--- config.mk ---
export PLATFORM = sky130hd
export DESIGN_NAME = sap_flags_unit
export DESIGN_NICKNAME = d
export VERILOG_FILES = /design/src/rtl/sap_flags_unit.sv
export SDC_FILE = /design/constraint.sdc
export NUM_CORES = 1
export LEC_CHECK = 0
export ABC_AREA = 0
export CAP_MARGIN = 25
export CORE_UTILIZATION = 54
export DETAILED_ROUTE_END_ITERATION = 10
export HOLD_SLACK_MARGIN = 0.05
export PLACE_DENSITY = 0.76
export SYNTH_ARGS = -nofsm -noshare
export SYNTH_HDL_FRONTEND = slang
export SYNTH_SLANG_ARGS = --single-unit
--- constraint.sdc ---
create_clock -name clk -period 2.8 [get_ports clk]
set_input_delay 0.56 -clock clk [delete_from_list [all_inputs] [get_ports clk]]
set_output_delay 0.56 -clock clk [all_outputs]
set_load 0.005 [all_outputs]
--- src/rtl/sap_flags_unit.sv ---
// sap_flags_unit: masked-op flags register with a save/restore stack and sticky overflow/underflow flags
module sap_flags_unit #(
    parameter int WIDTH = 8,
    parameter int DEPTH = 4,
    localparam int CW = $clog2(DEPTH + 1)
) (
    input  logic             clk,
    input  logic             reset,
    input  logic [WIDTH-1:0] IN,
    input  logic [WIDTH-1:0] mask,
    input  logic [1:0]       op,
    input  logic             latch,
    input  logic             push,
    input  logic             pop,
    input  logic             err_clear,
    output logic [WIDTH-1:0] OUT,
    output logic [CW-1:0]    count,
    output logic             empty,
    output logic             full,
    output logic             ovf,
    output logic             unf
);
    localparam int IW = DEPTH > 1 ? $clog2(DEPTH) : 1;
    logic [WIDTH-1:0] stack [DEPTH];
    logic [WIDTH-1:0] opr, nxt;
    logic [IW-1:0]    top, wr;
    logic             pop_ok, push_ok;
    assign empty   = count == '0;
    assign full    = count == CW'(DEPTH);
    assign top     = IW'(count - CW'(1));
    assign wr      = IW'(count);
    assign pop_ok  = pop && !empty;
    // push paired with a failed pop still saves as a plain push
    assign push_ok = push && !pop_ok && !full;
    always_comb begin
        opr = op == 2'd0 ? IN : op == 2'd1 ? OUT | IN : op == 2'd2 ? OUT & ~IN : OUT ^ IN;
        nxt = latch ? (mask & opr) | (~mask & OUT) : OUT;
    end
    always_ff @(posedge clk) begin
        if (reset) begin
            OUT   <= '0;
            count <= '0;
            ovf   <= 1'b0;
            unf   <= 1'b0;
        end else begin
            OUT <= pop_ok ? stack[top] : nxt;
            if (push_ok)
                count <= count + CW'(1);
            else if (pop_ok && !push)
                count <= count - CW'(1);
            ovf <= (ovf & ~err_clear) | (push & ~pop & full);
            unf <= (unf & ~err_clear) | (pop & ~push & empty);
        end
    end
    always_ff @(posedge clk) begin
        if (!reset) begin
            if (pop_ok && push)
                stack[top] <= OUT;
            else if (push_ok)
                stack[wr] <= OUT;
        end
    end
endmodule

==> flow_metrics.tcl, run 1 <==
set metrics [dict create \
    layout.cell_area.non_filler_sq_um 3068 \
    yosysUniqueCellTypes 39 \
    violations "DRC" \
    area_growth_syn_to_layout_pct 18.86 \
    final_cells 309 \
    synthesis.area_per_instance_sq_um 12.23 \
    postRouteWirelength_microns 4780 \
    final_layout_size_suffix_gt1_frac 0.1245 \
    post-synth-top-area-fraction 0.3723 \
    floorplan.die.height_microns 71.14 \
    power_report.internal_total_w 0.001283 \
    number_of_optimization_iterations_in_the_first_detailed_route_pass 7 \
    crit_path_frequent_cell "inv_1" \
    power.leakage_nw 1.185 \
    type_of_the_tightest_min_delay_check "reg2reg" \
    postRouteAntennaNets 0 \
    worst-slew-pin-transition_ns 0.4524 \
    placement.cell_area_sq_um 2978 \
    worst_ep_arrival_time_ns 1.85 \
    synth_top_flop_cell "edfxtp_1" \
    setup_repair_after_global_routing_missed_its_margin "no" \
    syn-num-nets 254 \
    worst_ep_required_time_ns 2.24 \
    start_kind "flop" \
    design.die.area_sq_um 5060 \
    cts_buffers 5 \
    synth.cell_area_sq_um 2581 \
    clk_latency_ns 0.30 \
    grt_pass1_wl_microns 8073 \
    critPathKind "reg2out" \
    largest_net_degree_at_the_start_of_global_routing 20 \
    async_flop_share 0 \
    drt_iter0_markers 118 \
    aggregate_negative_setup_slack_ns 0 \
    cts_resized 0 \
    final.period_utilization 0.8607 \
    power-per-cell-area_nw_per_um2 599.0 \
    cts.htree.levels 2 \
    cp-end-kind "output port" \
    portBuffers 38 \
    clock-skew-final_ns 0.004524 \
    placeableCoreArea_sq_um 4474 \
    power_switching_share 0.3018 \
    design_power_total_w 0.001838 \
    n_antenna_cell 0 \
    vias_after_detailed_routing 1773 \
    placedCellCount 301 \
    detail_routed_via_count_per_cell 5.738 \
    wire_per_inst_microns 15.47 \
    timing.final.setup_violations 0 \
    clock_tree.buffer_depth 2 \
    drc 3 \
    remaining_max_slew_budget_at_the_tightest_pin 0.6974 \
    synth_area_leaders "edfxtp_1 37%, dfxtp_1 10%, ha_1 9.2%, mux4_2 5.2%, mux4_1 5.1%" \
    dp_hpwl_microns 3451 \
    worst-path-buf-inv 3 \
    power.sequential.fraction 0.477 \
    overflow_left_after_global_routing 0 \
    timing.critical_path.slowest_cell_delay_ns 0.49 \
    layout.nets 299 \
    first_global_vias 1728 \
    timing.critical_path.max_delay_family "buffers and inverters" \
    ctsHoldBuffers 0 \
    filler_cell_count 347 \
    track_usage 0.2131 \
    cts_num_sinks 45 \
    drv.max_cap_violation_count 0 \
    power.share.combinational 0.305 \
    ys_ff_latch 45 \
    synthesis.yosys.warnings 0 \
    worst-r2r-setup-slack_ns 0.72 \
    root_buffer "clkbuf_8" \
    worst_r2r_path_depth 7 \
    placement_rows 24 \
    initial_utilization 0.5769 \
    synth_area_leader_cell "edfxtp_1" \
    logic_depth_of_the_worst_setup_path_including_buffers 5 \
    number_of_enable_flip_flop_cells_after_synthesis 32 \
    clk_pin_slew_worst_paths_ns 0.08 \
    result_of_the_run "complete, but fails checks" \
    io-pin-count 39 \
    antenna_found_initial 0 \
    critical_path_peak_fanout 6 \
    cp_cell_sequence "inv_1 -> ha_1 -> nand2b_4 -> inv_1 -> clkdlybuf4s50_1" \
    largest_vdd_supply_drop_v 0.0003669 \
    p_sw_w 0.0005546 \
    power.share.clock 0.218 \
    whs_path_depth 2 \
    tritoncts_clock_tree "built" \
    final_util 0.6857 \
    die_width_microns 71.14 \
    fmax_mhz 414.9 \
    finalMaxSlewViolations 0 \
    syn_inst 211 \
    post_cts_buffers 0 \
    synth_seq_area_share 0.4731 \
    hold_violations 0 \
    critical_path.slowest_cell "clkdlybuf4s50_1" \
    globalplace.congestion 0.8297 \
    finalCriticalPeriod_ns 2.410 \
]
-- cell usage in the layout (no fill, tap or decap) --
cell,n
and2b_2,1
a31oi_1,1
a21o_1,1
mux2i_1,8
edfxtp_1,32
clkbuf_8,5
nand2_8,1
or3_1,2
a211oi_2,1
a21oi_2,1
nor2_1,16
ha_1,19
clkdlybuf4s50_1,38
o21ai_0,1
a311oi_1,8
inv_6,1
or2b_1,1
a21oi_1,8
nand2_1,18
mux2_2,2
and3_1,1
a32oi_1,2
dfxtp_1,13
inv_2,1
nor2b_1,3
nand4_1,2
mux4_1,5
o211ai_1,3
nor3_1,2
clkinv_4,1
clkinv_1,1
inv_1,23
nand2b_1,2
buf_4,11
o21bai_1,1
nand3_1,11
nand2b_4,1
a221oi_1,2
a2111o_1,1
mux4_2,6
-- power groups by stage --
| stage | clock network [W] | logic, W | registers, W |
|---|---|---|---|
| 2_1_floorplan | 0 | 0.000376 | 0.000880 |
| 3_3_place_gp | 0 | 0.000548 | 0.000891 |
| 3_5_place_dp | 0 | 0.000563 | 0.000892 |
| 4_1_cts | 0.000412 | 0.000565 | 0.000878 |
| 5_1_grt | 0.000435 | 0.000625 | 0.000889 |
| 6_report | 0.000401 | 0.000560 | 0.000877 |
-- worst register-to-register path, stage by stage (launching register included) --
cell and delay (ns):
dfxtp_1 0.32, inv_1 0.14, ha_1 0.36, mux2i_1 0.30
nand2_1 0.11, o21ai_0 0.08, nor2b_1 0.28, buf_4 0.21
-- final cells by class --
| class | count | area (sq um) | area share |
|---|---|---|---|
| multi-input combinational | 131 | 1139 | 0.3711 |
| inverter | 24 | 90.09 | 0.02936 |
| clock buffer | 5 | 68.82 | 0.02243 |
| sequential | 45 | 1221 | 0.3980 |
| clock inverter | 3 | 21.27 | 0.006933 |
| tap | 52 | 65.06 | 0.02121 |
| timing repair buffer | 49 | 462.9 | 0.1509 |
-- logic make-up after synthesis --
group,count (synthesis),share of synthesized area
and+or+nand+nor,61,0.1183
DFF,45,0.4731
buffers and inverters,35,0.08579
AOI/OAI and AO/OA,30,0.08774
muxes,21,0.1430
adders and majority gates,19,0.09210
-- cell usage after synthesis, types with 2 or more instances --
master and number:
a21oi_1 8, a221oi_1 2, a311oi_1 8, a32oi_1 2
buf_2 2, buf_6 4, clkbuf_8 3, dfxtp_1 13
edfxtp_1 32, ha_1 19, inv_1 23, mux2_2 2
mux2i_1 8, mux4_1 5, mux4_2 6, nand2_1 18
nand2b_1 2, nand3_1 11, nand4_1 2, nor2_1 16
nor2b_1 3, nor3_1 2, o211ai_1 3, or3_1 2
-- stage by stage --
step / setup WS (ns) / hold slack [ns]
after floorplan: 0.1983 / 0.4590
after global placement: 0.4367 / 0.4545
after detailed placement: 0.4226 / 0.4687
after CTS: 0.3745 / 0.4803
after global routing: 0.2393 / 0.4934
final: 0.3900 / 0.4738
-- worst paths after layout --
kind              startpoint          end
setup / recovery    count[0]        empty
hold / removal           ovf          ovf
hold reg to reg          ovf          ovf
setup reg to reg    count[0]  stack[3][1]
-- routing by layer --
metal | vias to the layer above | track usage | part of all wire
met2 | 42 | 0.3547 | 0.49
met1 | 860 | 0.2745 | 0.45
met4 | 0 | 0.07556 | 0.017
met5 | - | 0 | 0
li1 | 863 | - | -
met3 | 8 | 0.05128 | 0.037
Note: power is estimated with default switching activity, not from simulation.
==> run 2: changes to the inputs <==
--- a/config.mk
+++ b/config.mk
@@ -8,6 +8,7 @@
 export ABC_AREA = 0
 export CAP_MARGIN = 25
 export CORE_UTILIZATION = 54
+export CTS_BUF_LIST = sky130_fd_sc_hd__clkbuf_16
 export DETAILED_ROUTE_END_ITERATION = 10
 export HOLD_SLACK_MARGIN = 0.05
 export PLACE_DENSITY = 0.76
==> flow_metrics.tcl, run 2 (synthesized netlist as in run 1, its figures left out) <==
set metrics [dict create \
    result_of_the_run "complete, but fails checks" \
    violations "DRC" \
    critPathLaunch "count[0]" \
    antenna_found_initial 0 \
    clock-skew-final_ns 0.004946 \
    cp-end-kind "output port" \
    power-per-cell-area_nw_per_um2 647.1 \
    worst_ep_arrival_time_ns 1.83 \
    finalWorstSetupSlack_ns 0.4115 \
    power_switching_share 0.2881 \
    timing.final.setup_violations 0 \
    layout.nets 299 \
    remaining_max_slew_budget_at_the_tightest_pin 0.6858 \
    first_global_vias 1762 \
    power_report.internal_total_w 0.001439 \
    grt-busiest-layer "met2" \
    ctsHoldBuffers 0 \
    grt_pass1_wl_microns 8280 \
    cts_num_sinks 45 \
    largest_vdd_supply_drop_v 0.0004883 \
    floorplan.die.height_microns 71.14 \
    power.share.clock 0.284 \
    cts.htree.levels 2 \
    power.sequential.fraction 0.435 \
    drv.max_cap_violation_count 0 \
    final_util 0.6983 \
    clock_tree.buffer_depth 2 \
    placedCellCount 301 \
    die_width_microns 71.14 \
    final_common_cell "clkdlybuf4s50_1" \
    n_antenna_cell 0 \
    dp_hpwl_microns 3451 \
    drt_iter0_markers 104 \
    gr_met2_demand_resource 0.3707 \
    critical_path_peak_fanout 6 \
    postRouteWirelength_microns 4973 \
    fmax_mhz 418.7 \
    worst-r2r-setup-slack_ns 0.67 \
    detail_routed_via_count_per_cell 5.731 \
    io-pin-count 39 \
    design.die.area_sq_um 5060 \
    portBuffers 38 \
    cts_buffers 5 \
    final_layout_size_suffix_gt1_frac 0.1245 \
    met1_track_demand_over_resource 0.2812 \
    tritoncts_clock_tree "built" \
    post_cts_buffers 0 \
    critical_path.endpoint "empty" \
    type_of_the_tightest_min_delay_check "reg2reg" \
    cts_resized 0 \
    placeableCoreArea_sq_um 4474 \
    hold_slack_ns 0.4701 \
    largest_net_degree_at_the_start_of_global_routing 20 \
    vias_after_detailed_routing 1771 \
    globalplace.congestion 0.8297 \
    finalCriticalPeriod_ns 2.388 \
    worst_ep_required_time_ns 2.24 \
    track_usage 0.2186 \
    area_growth_syn_to_layout_pct 21.04 \
    p_sw_w 0.0005825 \
    clk_latency_ns 0.29 \
    final_cells 309 \
    wire_per_inst_microns 16.09 \
    start_kind "flop" \
    postRouteAntennaNets 0 \
    clk_pin_slew_worst_paths_ns 0.06 \
    root_buffer "clkbuf_16" \
    setup_repair_after_global_routing_missed_its_margin "no" \
    final.period_utilization 0.8530 \
    power.leakage_nw 1.211 \
    place_worst_setup_slack_ns 0.4226 \
    initial_utilization 0.5769 \
    drc 3 \
    grt.met3_usage 0.04701 \
    aggregate_negative_setup_slack_ns 0 \
    hold_violations 0 \
    worst_r2r_endpoint "stack[0][0]" \
    placement_rows 24 \
    finalMaxSlewViolations 0 \
    power.share.combinational 0.281 \
    worst-slew-pin-transition_ns 0.4699 \
    critPathKind "reg2out" \
    number_of_optimization_iterations_in_the_first_detailed_route_pass 7 \
    overflow_left_after_global_routing 0 \
    regToRegStartpoint "count[0]" \
    layout.cells.most_common_list "38 x clkdlybuf4s50_1, 32 x edfxtp_1, 23 x inv_1, 19 x ha_1, 18 x nand2_1" \
    worst_r2r_path_depth 6 \
]
-- run 2: area by class of cell --
type,count,area [sq um]
clock buffers,5,125.1
well taps,52,65.06
fillers,339,1350
clock inverters,3,21.27
repair buffers,49,462.9
inverters,24,90.09
multi-input cells,131,1139
flip-flops and latches,45,1221
-- run 2: worst max-delay path: stages (launching register included) --
cell and delay (ns):
dfxtp_1 0.31, inv_1 0.14, ha_1 0.36, nand2b_4 0.15
inv_1 0.09, clkdlybuf4s50_1 0.49
-- run 2: worst min-delay path by stage --
| stage | start | end | slack, ns | cells past startpoint |
|---|---|---|---|---|
| 5_1_grt | ovf | ovf | 0.49 | 2 |
| 6_report | ovf | ovf | 0.47 | 2 |
| 4_1_cts | ovf | ovf | 0.48 | 2 |
| 2_1_floorplan | ovf | ovf | 0.46 | 2 |
| 3_3_place_gp | ovf | ovf | 0.45 | 2 |
| 3_5_place_dp | ovf | ovf | 0.47 | 2 |
-- run 2: metal layers --
metal / wire (microns) / part of all wire
met1: 2177 / 0.44
met2: 2530 / 0.51
met3: 212 / 0.043
met4: 52 / 0.010
met5: 0 / 0
-- run 2: through the flow --
step	total power (W)	instance area [sq um]
final	0.002022	3124
after global routing	0.002127	3124
after CTS	0.002036	3124
after detailed placement	0.001455	2978
after global placement	0.001440	2978
after floorplan	0.001255	2581
-- run 2: power groups by stage --
stage | registers [W] | logic [W] | clock network [W]
3_5_place_dp | 0.000892 | 0.000563 | 0
5_1_grt | 0.000889 | 0.000627 | 0.000610
4_1_cts | 0.000879 | 0.000571 | 0.000586
3_3_place_gp | 0.000891 | 0.000548 | 0
6_report | 0.000879 | 0.000568 | 0.000575
2_1_floorplan | 0.000880 | 0.000376 | 0
==> run 3: changes to the inputs <==
--- a/config.mk
+++ b/config.mk
@@ -6,12 +6,13 @@
 export NUM_CORES = 1
 export LEC_CHECK = 0
 export ABC_AREA = 0
+export ABC_CLOCK_PERIOD_IN_PS = 2000
 export CAP_MARGIN = 25
-export CORE_UTILIZATION = 54
+export CORE_UTILIZATION = 49
 export CTS_BUF_LIST = sky130_fd_sc_hd__clkbuf_16
 export DETAILED_ROUTE_END_ITERATION = 10
 export HOLD_SLACK_MARGIN = 0.05
-export PLACE_DENSITY = 0.76
+export PLACE_DENSITY = 0.72
 export SYNTH_ARGS = -nofsm -noshare
 export SYNTH_HDL_FRONTEND = slang
 export SYNTH_SLANG_ARGS = --single-unit
==> constraint.sdc (replaced) <==
create_clock -name clk -period 2 [get_ports clk]
set_input_delay 0.4 -clock clk [delete_from_list [all_inputs] [get_ports clk]]
set_output_delay 0.4 -clock clk [all_outputs]
set_load 0.005 [all_outputs]
==> flow_metrics.tcl, run 3 (synthesized netlist as in run 1, its figures left out) <==
set metrics [dict create \
    drt_iter0_markers 47 \
    vias_after_detailed_routing 1784 \
    design.die.area_sq_um 5562 \
    n_antenna_cell 0 \
    timing.critical_path.max_delay_family "buffers and inverters" \
    type_of_the_tightest_min_delay_check "reg2reg" \
    cts.htree.levels 2 \
    grt_pass1_wl_microns 8086 \
    timing.final.setup_violations 0 \
    worst-slew-pin-transition_ns 0.2841 \
    power-per-cell-area_nw_per_um2 921.9 \
    placeableCoreArea_sq_um 5075 \
    clock_tree.buffer_depth 2 \
    layout.nets 312 \
    tritoncts_clock_tree "built" \
    final.period_utilization 0.9588 \
    wire_per_inst_microns 14.31 \
    cp-end-kind "output port" \
    first_global_vias 1675 \
    power.leakage_nw 1.297 \
    timing.critical_path.slowest_cell_delay_ns 0.49 \
    clk_latency_ns 0.29 \
    dp_hpwl_microns 3593 \
    cts_buffers 5 \
    drv.max_cap_violation_count 0 \
    placement_rows 26 \
    floorplan.die.height_microns 74.58 \
    clock-skew-final_ns 0.006203 \
    globalplace.congestion 0.7549 \
    placement.cell_area_sq_um 3157 \
    hold_violations 0 \
    critical_path.slowest_cell "clkdlybuf4s50_1" \
    detail_routed_via_count_per_cell 5.247 \
    io-pin-count 39 \
    worst-path-buf-inv 3 \
    postRouteWirelength_microns 4867 \
    finalCriticalPeriod_ns 1.918 \
    remaining_max_slew_budget_at_the_tightest_pin 0.8103 \
    final_common_cell "clkdlybuf4s50_1" \
    worst_ep_arrival_time_ns 1.52 \
    largest_net_degree_at_the_start_of_global_routing 16 \
    die_width_microns 74.58 \
    cp_cell_sequence "inv_2 -> ha_4 -> nand2_1 -> inv_1 -> clkdlybuf4s50_1" \
    final_util 0.6622 \
    ctsHoldBuffers 0 \
    initial_utilization 0.5086 \
    cts_num_sinks 45 \
    finalMaxSlewViolations 0 \
    largest_vdd_supply_drop_v 0.0004162 \
    number_of_optimization_iterations_in_the_first_detailed_route_pass 4 \
    overflow_left_after_global_routing 0 \
    area_growth_syn_to_layout_pct 30.20 \
    track_usage 0.1994 \
    result_of_the_run "complete, no violations" \
    antenna_found_initial 0 \
    clk_pin_slew_worst_paths_ns 0.06 \
    final_layout_size_suffix_gt1_frac 0.1963 \
    drc 0 \
    worst_ep_required_time_ns 1.60 \
    critical_path_peak_fanout 6 \
    start_kind "flop" \
    place_worst_setup_slack_ns 0.01665 \
    fmax_mhz 521.5 \
    finalWorstSetupSlack_ns 0.08233 \
    layout.cells.most_common_list "38 x clkdlybuf4s50_1, 32 x edfxtp_1, 21 x inv_1, 21 x buf_4" \
    layout.cell_area.non_filler_sq_um 3361 \
    postRouteAntennaNets 0 \
    critPathKind "reg2out" \
    root_buffer "clkbuf_16" \
    design_power_total_w 0.003098 \
    setup_repair_after_global_routing_missed_its_margin "no" \
    portBuffers 38 \
]
[run 3: final cells by class]
type | count | area [sq um]
multi-input cells | 131 | 1192
inverters | 24 | 93.84
clock inverters | 3 | 41.29
flip-flops and latches | 45 | 1222
clock buffers | 5 | 125.1
fillers | 424 | 1714
well taps | 70 | 87.58
repair buffers | 62 | 598.1
[run 3: what timing repair did]
item / 4_1_cts / 5_1_grt
buffers inserted: 1 / 4
pin swaps: 0 / 1
cloned: 0 / 0
setup endpoints to repair: 2 / 2
resized for setup: 1 / 0
[run 3: layer usage]
metal,track usage,wire length (microns),share of wire,vias to the layer above
met5,0,0,0,-
met4,0.05660,48,0.0099,0
met3,0.04607,170,0.035,5
met2,0.3223,2357,0.48,42
met1,0.2702,2290,0.47,848
li1,-,-,-,889
[run 3: worst paths after layout]
path | cells past startpoint | end | slack, ns | startpoint
setup / recovery | 5 | full | 0.08 | count[1]
setup reg to reg | 7 | stack[1][6] | 0.21 | count[0]
hold / removal | 2 | ovf | 0.47 | ovf
hold reg to reg | 2 | ovf | 0.47 | ovf
[run 3: per-stage QoR]
step	std cells	hold WS, ns	TNS [ns]
after floorplan	211	0.4590	-0.8570
after global placement	327	0.4563	0
after detailed placement	327	0.4668	0
after CTS	336	0.4769	0
after global routing	340	0.4933	0
final	340	0.4696	0
[run 3: power breakdown]
part,internal [W],switching (W)
Clock,0.000584,0.000326
Combinational,0.000521,0.000435
Sequential,0.00114,0.0000911
[run 3: worst register-to-register path: cells and delay by family, from the launching register on]
family          cells  cell delay [ns]
buf+inv             3             0.43
flops               1             0.35
mux                 1             0.23
fa+ha+maj           1             0.19
simple gates        1             0.15
compound gates      1             0.15
